## config.mk

```make
export PLATFORM = sky130hd
export DESIGN_NAME = mul4_seq
export DESIGN_NICKNAME = d
export VERILOG_FILES = /design/src/rtl/mul4_seq_pkg.sv /design/src/rtl/sum4.sv /design/src/rtl/mul4_seq.sv
export SDC_FILE = /design/constraint.sdc
export NUM_CORES = 1
export LEC_CHECK = 0
export ABC_CLOCK_PERIOD_IN_PS = 4700
export CORE_ASPECT_RATIO = 1.2
export CORE_MARGIN = 2
export CORE_UTILIZATION = 50
export DETAILED_ROUTE_END_ITERATION = 6
export GPL_TIMING_DRIVEN = 0
export MAX_ROUTING_LAYER = met4
export PLACE_DENSITY_LB_ADDON = 0.15
export SYNTH_ARGS = -nofsm -noshare
export SYNTH_HDL_FRONTEND = slang
export SYNTH_SLANG_ARGS = --single-unit
export TNS_END_PERCENT = 10
```

## constraint.sdc

```tcl
create_clock -name clk -period 4.7 [get_ports clk]
set_clock_uncertainty 0.05 [all_clocks]
set_input_delay 0.47 -clock clk [delete_from_list [all_inputs] [get_ports clk]]
set_output_delay 0.47 -clock clk [all_outputs]
set_load 0.1 [all_outputs]
```

## src/rtl/mul4_seq_pkg.sv

```systemverilog
// mul4_seq_pkg: state encodings and iteration count for the shift-and-add multiplier
package mul4_seq_pkg;
  typedef enum logic [1:0] {
    S_IDLE = 2'd0,
    S_RUN  = 2'd1,
    S_DONE = 2'd2
  } state_t;
  localparam int ITER = 4;
endpackage

```

## src/rtl/sum4.sv

```systemverilog
// sum4: 4-bit ripple adder with carry in/out
module sum4 (
  output logic [3:0] S,
  output logic       c_out,
  input  logic [3:0] A,
  input  logic [3:0] B,
  input  logic       c_in
);
  assign {c_out, S} = {1'b0, A} + {1'b0, B} + {4'b0, c_in};
endmodule

```

## src/rtl/mul4_seq.sv

```systemverilog
// mul4_seq: sequential 4x4 unsigned shift-and-add multiplier with start/busy/done handshake
module mul4_seq
  import mul4_seq_pkg::*;
#(
  parameter int W = 4
) (
  input  logic         clk,
  input  logic         reset,
  input  logic         start,
  input  logic [W-1:0] a,
  input  logic [W-1:0] b,
  output logic [7:0]   p,
  output logic         busy,
  output logic         done
);
  if (W != 4) begin : g_bad_w
    $error("mul4_seq: W must be 4");
  end
  state_t      r_state;
  logic [3:0]  r_m, r_acc, r_q;
  logic [1:0]  r_cnt;
  logic [7:0]  r_p;
  logic        r_busy, r_done;
  logic [3:0]  w_s;
  logic        w_c;
  logic [3:0]  w_acc_n, w_q_n;
  sum4 u_sum4 (
    .S    (w_s),
    .c_out(w_c),
    .A    (r_acc),
    .B    (r_q[0] ? r_m : 4'b0000),
    .c_in (1'b0)
  );
  assign w_acc_n = {w_c, w_s[3:1]};
  assign w_q_n   = {w_s[0], r_q[3:1]};
  always_ff @(posedge clk or posedge reset) begin
    if (reset) begin
      r_state <= S_IDLE;
      r_m     <= '0;
      r_acc   <= '0;
      r_q     <= '0;
      r_cnt   <= '0;
      r_p     <= '0;
      r_busy  <= 1'b0;
      r_done  <= 1'b0;
    end else begin
      case (r_state)
        S_IDLE, S_DONE: begin
          r_done <= 1'b0;
          if (start) begin
            r_m     <= a;
            r_q     <= b;
            r_acc   <= '0;
            r_cnt   <= '0;
            r_busy  <= 1'b1;
            r_state <= S_RUN;
          end else begin
            r_state <= S_IDLE;
          end
        end
        S_RUN: begin
          r_acc <= w_acc_n;
          r_q   <= w_q_n;
          r_cnt <= r_cnt + 2'd1;
          if (r_cnt == 2'(ITER - 1)) begin
            r_p     <= {w_acc_n, w_q_n};
            r_done  <= 1'b1;
            r_busy  <= 1'b0;
            r_state <= S_DONE;
          end
        end
        default: begin
          r_busy  <= 1'b0;
          r_done  <= 1'b0;
          r_state <= S_IDLE;
        end
      endcase
    end
  end
  assign p    = r_p;
  assign busy = r_busy;
  assign done = r_done;
endmodule

```

Word level (Yosys, flattened, before mapping) --
Cells that the tools add are included.
Storage, ports and cells: register bits after elaboration 26
Operators by class: add/subtract/negate cells 2, equal/unequal tests 5, multiplexer cells 15, reduce and logical (&&, ||, !) cells 7
Operator list (number):
- $pmux W4 S2 | 2
- $mux W4 | 3
- $pmux W2 S2 | 2
- $reduce_and A2 Y1 | 4
- $add A4 B4 Y5 | 1
- $mux W1 | 5
- $eq A2 B2 Y1 const B | 2
- $mux W2 | 2
- $ne A2 B2 Y1 const B | 2
- $add A2 B1 Y2 const B | 1
- $eq A2 B1 Y1 const B | 1
- $logic_not A2 Y1 | 1
- $pmux W1 S2 | 1
- $reduce_bool A2 Y1 | 1
- $reduce_or A2 Y1 | 1

Logic depth before layout (Yosys ltp) --
depth after elaboration 4, depth in mapped cells 6, mapped depth without buffers 6

By module --
A second synthesis with hierarchy kept.
Unflattened totals: cells, all modules 112, area total of the unflattened synthesis 1292.5 um^2
By module, submodules not included:
- mul4_seq | times used 1, cells an instance 96, area each 1148.6 um^2
- sum4 | times used 1, cells an instance 16, area each 143.9 um^2

Least setup slack after synthesis --
OpenSTA, ideal clock, no wires.
kind register -> register, start reg r_q[0], end reg r_acc[3], library setup time 0.129 ns, arrival 1.550 ns, slack 2.971 ns, stages on the path, launching flop included 7, clock period less this slack 1.729 ns, cells stage by stage dfrtp_1 -> and2_1 -> ha_1 -> fa_1 -> a21o_1 -> a21oi_1 -> o21ai_0
On the way: cells in the longest elaborated chain, start to end 3
Ends and longest elaborated chain:
- start: declaration | RTL line mul4_seq.sv:20 | logic [3:0] r_m, r_acc, r_q;
- start signal: assignment | RTL line mul4_seq.sv:63 | r_q <= w_q_n;
- $mux W4 | RTL line mul4_seq.sv:31 | .B (r_q[0] ? r_m : 4'b0000),
- $add A4 B4 Y5 | RTL line sum4.sv:9 | assign {c_out, S} = {1'b0, A} + {1'b0, B} + {4'b0, c_in};
- $pmux W4 S2 | RTL line mul4_seq.sv:47 | case (r_state)
- end signal: assignment | RTL line mul4_seq.sv:62 | r_acc <= w_acc_n;
- end: declaration | RTL line mul4_seq.sv:20
No other way between the ends. A chain may end at the register's enable or synchronous reset.

Worst setup path after layout --
start reg r_busy (netlist: busy), end out busy
RTL lines:
- start: declaration | RTL line mul4_seq.sv:23 | logic r_busy, r_done;
- start signal: assignment | RTL line mul4_seq.sv:44 | r_busy <= 1'b0;
- start signal: assignment | RTL line mul4_seq.sv:55 | r_busy <= 1'b1;
- start signal: assignment | RTL line mul4_seq.sv:68 | r_busy <= 1'b0;
- end: declaration | RTL line mul4_seq.sv:13 | output logic busy,
No word-level cell between the ends.

==> metrics.log <==
[metrics] run status: completed
[metrics] Distinct cells, synth: 29
[metrics] register clock-pin slew on the reported worst setup and hold paths: 0.14 ns
[metrics] post-detailed-route DRC marker count: 0
[metrics] half-perimeter wire length after detailed placement: 1716 µm
[metrics] Vias: 881
[metrics] sequential element share of the synthesized area: 53.39%
[metrics] Max Cap Violations: 0
[metrics] number of setup violations in the final report: 0
[metrics] root buffer cell: sky130_fd_sc_hd__clkbuf_4
[metrics] final RePlAce weighted congestion: 0.8066
[metrics] worst slew slack as a fraction of its limit: 35.25%
[metrics] Iteration-0 DRC Markers: 9
[metrics] final hold viol count: 0
[metrics] number of H-tree levels: 1
[metrics] routed wl met2: 1161 µm
[metrics] Final nets: 153
[metrics] Post-CTS Repair Setup Buffers: 0
[metrics] global-route wire length before repair: 3898 µm
[metrics] starting utilization of the core area: 52.85%
[metrics] max-slew violation count: 0
[metrics] Mapped Avg Cell Area: 10.98 µm²
[metrics] clock tree from TritonCTS: done
[metrics] slowest library cell on the worst path: sky130_fd_sc_hd__clkdlybuf4s50_1
[metrics] Critical Path End Type: primary output
[metrics] pin count of the biggest net entering global routing: 27
[metrics] number of buffers added to fix hold violations after cts: 0
[metrics] worst setup path category: flip-flop to primary output
[metrics] number of diodes added for antenna fixing: 0
[metrics] highest metal layer with signal wires: met4
[metrics] number of buffers created by CTS: 3
[metrics] total negative slack for setup checks: 0 ns
[metrics] synthesized area: 1219 µm²
[metrics] flop and latch count out of synthesis: 26
[metrics] later-pin clock latency in the skew report: 0.33 ns
[metrics] Tot GR Track Use: 18.83%
[metrics] Storage cell area: 650.6 µm²
[metrics] timing-limited maximum frequency: 0.4216 GHz
[metrics] final worst path period need: 2.372 ns
[metrics] area inside the core boundary: 2306 µm²
[metrics] fraction of layout instances using a drive strength above 1: 12.59%
[metrics] horizontal extent of the die: 49.07 µm
[metrics] part of the cycle the worst path needs: 50.46%
[metrics] Data arrival, critical path: 1.85 ns
[metrics] number of top-level pins: 21
[metrics] total length of routed met3 wires: 40 µm
[metrics] vias per inst: 5.307
[metrics] CP startpoint kind: flip-flop
[metrics] Met1 Routed Length: 990 µm
[metrics] Warnings, synthesis: 0
[metrics] area taken by multi-input logic gates: 518.0 µm²
[metrics] chip height: 58.08 µm
[metrics] post-synthesis instance total: 111
[metrics] clk buf depth: 2
[metrics] Worst Tran Pin Value: 0.9682 ns
[metrics] Layout fillers: 201
[metrics] initial antenna violation count: 0
[metrics] Pre-Repair DR Iteration Count: 4
[metrics] number of port buffers: 20
[metrics] number of global-route vias before repair: 896
[metrics] max incr delay on CP: 1.13 ns
[metrics] Critical Path RT: 4.18 ns
[metrics] cts repair resizes: 0
[metrics] largest fanout on the critical path: 3
[metrics] Total Die Area: 2850 µm²
[metrics] WHS: 0.4347 ns
[metrics] critical path buffer and inverter count: 1
[metrics] post-detailed-routing wire length: 2260 µm
[metrics] worst hold-check path type: flip-flop to flip-flop
[metrics] net count after synthesis: 128
[metrics] total number of clock tree sinks: 26
[metrics] remaining antenna violation count after routing: 0
[metrics] Overflow after GRT: 0
[metrics] Avg WL per Cell: 13.61 µm
[metrics] unrepaired setup endpoints after global routing: no
[metrics] cell-by-cell trace of the critical path: clkdlybuf4s50_1
[metrics] Std-Cell Rows: 19
[metrics] area added between synthesis and finish: 22.59%
[metrics] crit-path leading delay family: buffers and inverters
-- final cells by class --
type                            instances  area share, %
Tap cell                               31          2.596
Sequential cell                        26          43.55
Clock buffer                            4          2.429
Timing Repair Buffer                   20          13.40
Buffer                                  6          2.848
Inverter                                2         0.5025
Multi-Input combinational cell         77          34.67
-- final timing paths --
kind | from | slack, ns | cells past startpoint | end
worst max-delay path | busy | 2.33 | 1 | busy
worst min-delay path | r_m[0] | 0.43 | 2 | r_m[0]
worst max register to register | r_q[0] | 2.79 | 6 | r_acc[3]
worst min register to register | r_m[0] | 0.43 | 2 | r_m[0]
max in group asynchronous | reset | 3.45 | 2 | p[4]
min in group asynchronous | reset | 0.58 | 2 | r_state[0]
-- per-layer routing --
layer,up-vias,track usage [%]
met5,-,-
met4,0,11.84
met3,7,1.546
met2,16,32.05
met1,431,21.50
li1,427,-
-- state kept, by name, summed over array words and instances, names as in the netlist --
| signal | count |
|---|---|
| r_state | 2 |
| p | 8 |
| r_q | 4 |
| busy | 1 |
| r_acc | 4 |
| r_cnt | 2 |
| done | 1 |
| r_m | 4 |
-- cells by family (layout without fill, tap and decap cells) --
| family | count (synthesis) | count (layout) | synth area share (%) |
|---|---|---|---|
| compound gates | 20 | 20 | 10.47 |
| fa+ha+maj | 6 | 6 | 6.776 |
| simple gates | 44 | 44 | 18.28 |
| buf+inv | 8 | 32 | 4.107 |
| mux | 5 | 5 | 5.544 |
| xor+xnor | 2 | 2 | 1.438 |
| flops | 26 | 26 | 53.39 |
-- cell usage in the layout (no fill, tap or decap), types with 3 or more instances in the layout --
cell type and n:
sky130_fd_sc_hd__mux2_4 3, sky130_fd_sc_hd__nor3_1 4, sky130_fd_sc_hd__and2_1 4, sky130_fd_sc_hd__o21ai_0 6
sky130_fd_sc_hd__nor2_1 8, sky130_fd_sc_hd__o22ai_1 4, sky130_fd_sc_hd__clkdlybuf4s50_1 20, sky130_fd_sc_hd__buf_2 4
sky130_fd_sc_hd__nand2b_1 3, sky130_fd_sc_hd__dfrtp_1 26, sky130_fd_sc_hd__clkbuf_4 3, sky130_fd_sc_hd__nand2_1 17
sky130_fd_sc_hd__ha_1 5
-- Yosys cell counts, drive strengths merged --
cell,instances,share of area (%)
dfrtp,26,53
nand2,17,5.2
nor2,9,3.0
buf,6,3.5
o21ai,6,2.5
ha,5,5.1
mux2,5,5.5
and2,4,2.1
nor3,4,1.6
o22ai,4,2.1
nand2b,3,1.5
a21oi,2,0.82
a22o,2,1.4
inv,2,0.62
nand3,2,0.82
nor2b,2,1.0
o31ai,2,1.2
xnor2,2,1.4
a21boi,1,0.62
a21o,1,0.62
a31oi,1,0.51
and3b,1,0.72
fa,1,1.6
nand3b,1,1.6
nor3b,1,0.62
o2bb2ai,1,0.72
-- through the flow --
stage          std cells  area, µm²  util, %  setup WS (ns)
6_report             166       1494    64.79          2.328
5_1_grt              166       1494    64.79          2.259
4_1_cts              166       1494    64.79          2.325
3_5_place_dp         162       1458    63.21          2.703
3_3_place_gp         162       1458    63.21          2.705
2_1_floorplan        111       1219        -          2.971
Power is left out: the tool's default activity adds up to more than one toggle a clock period on the data nets, which glitch-free logic cannot reach.
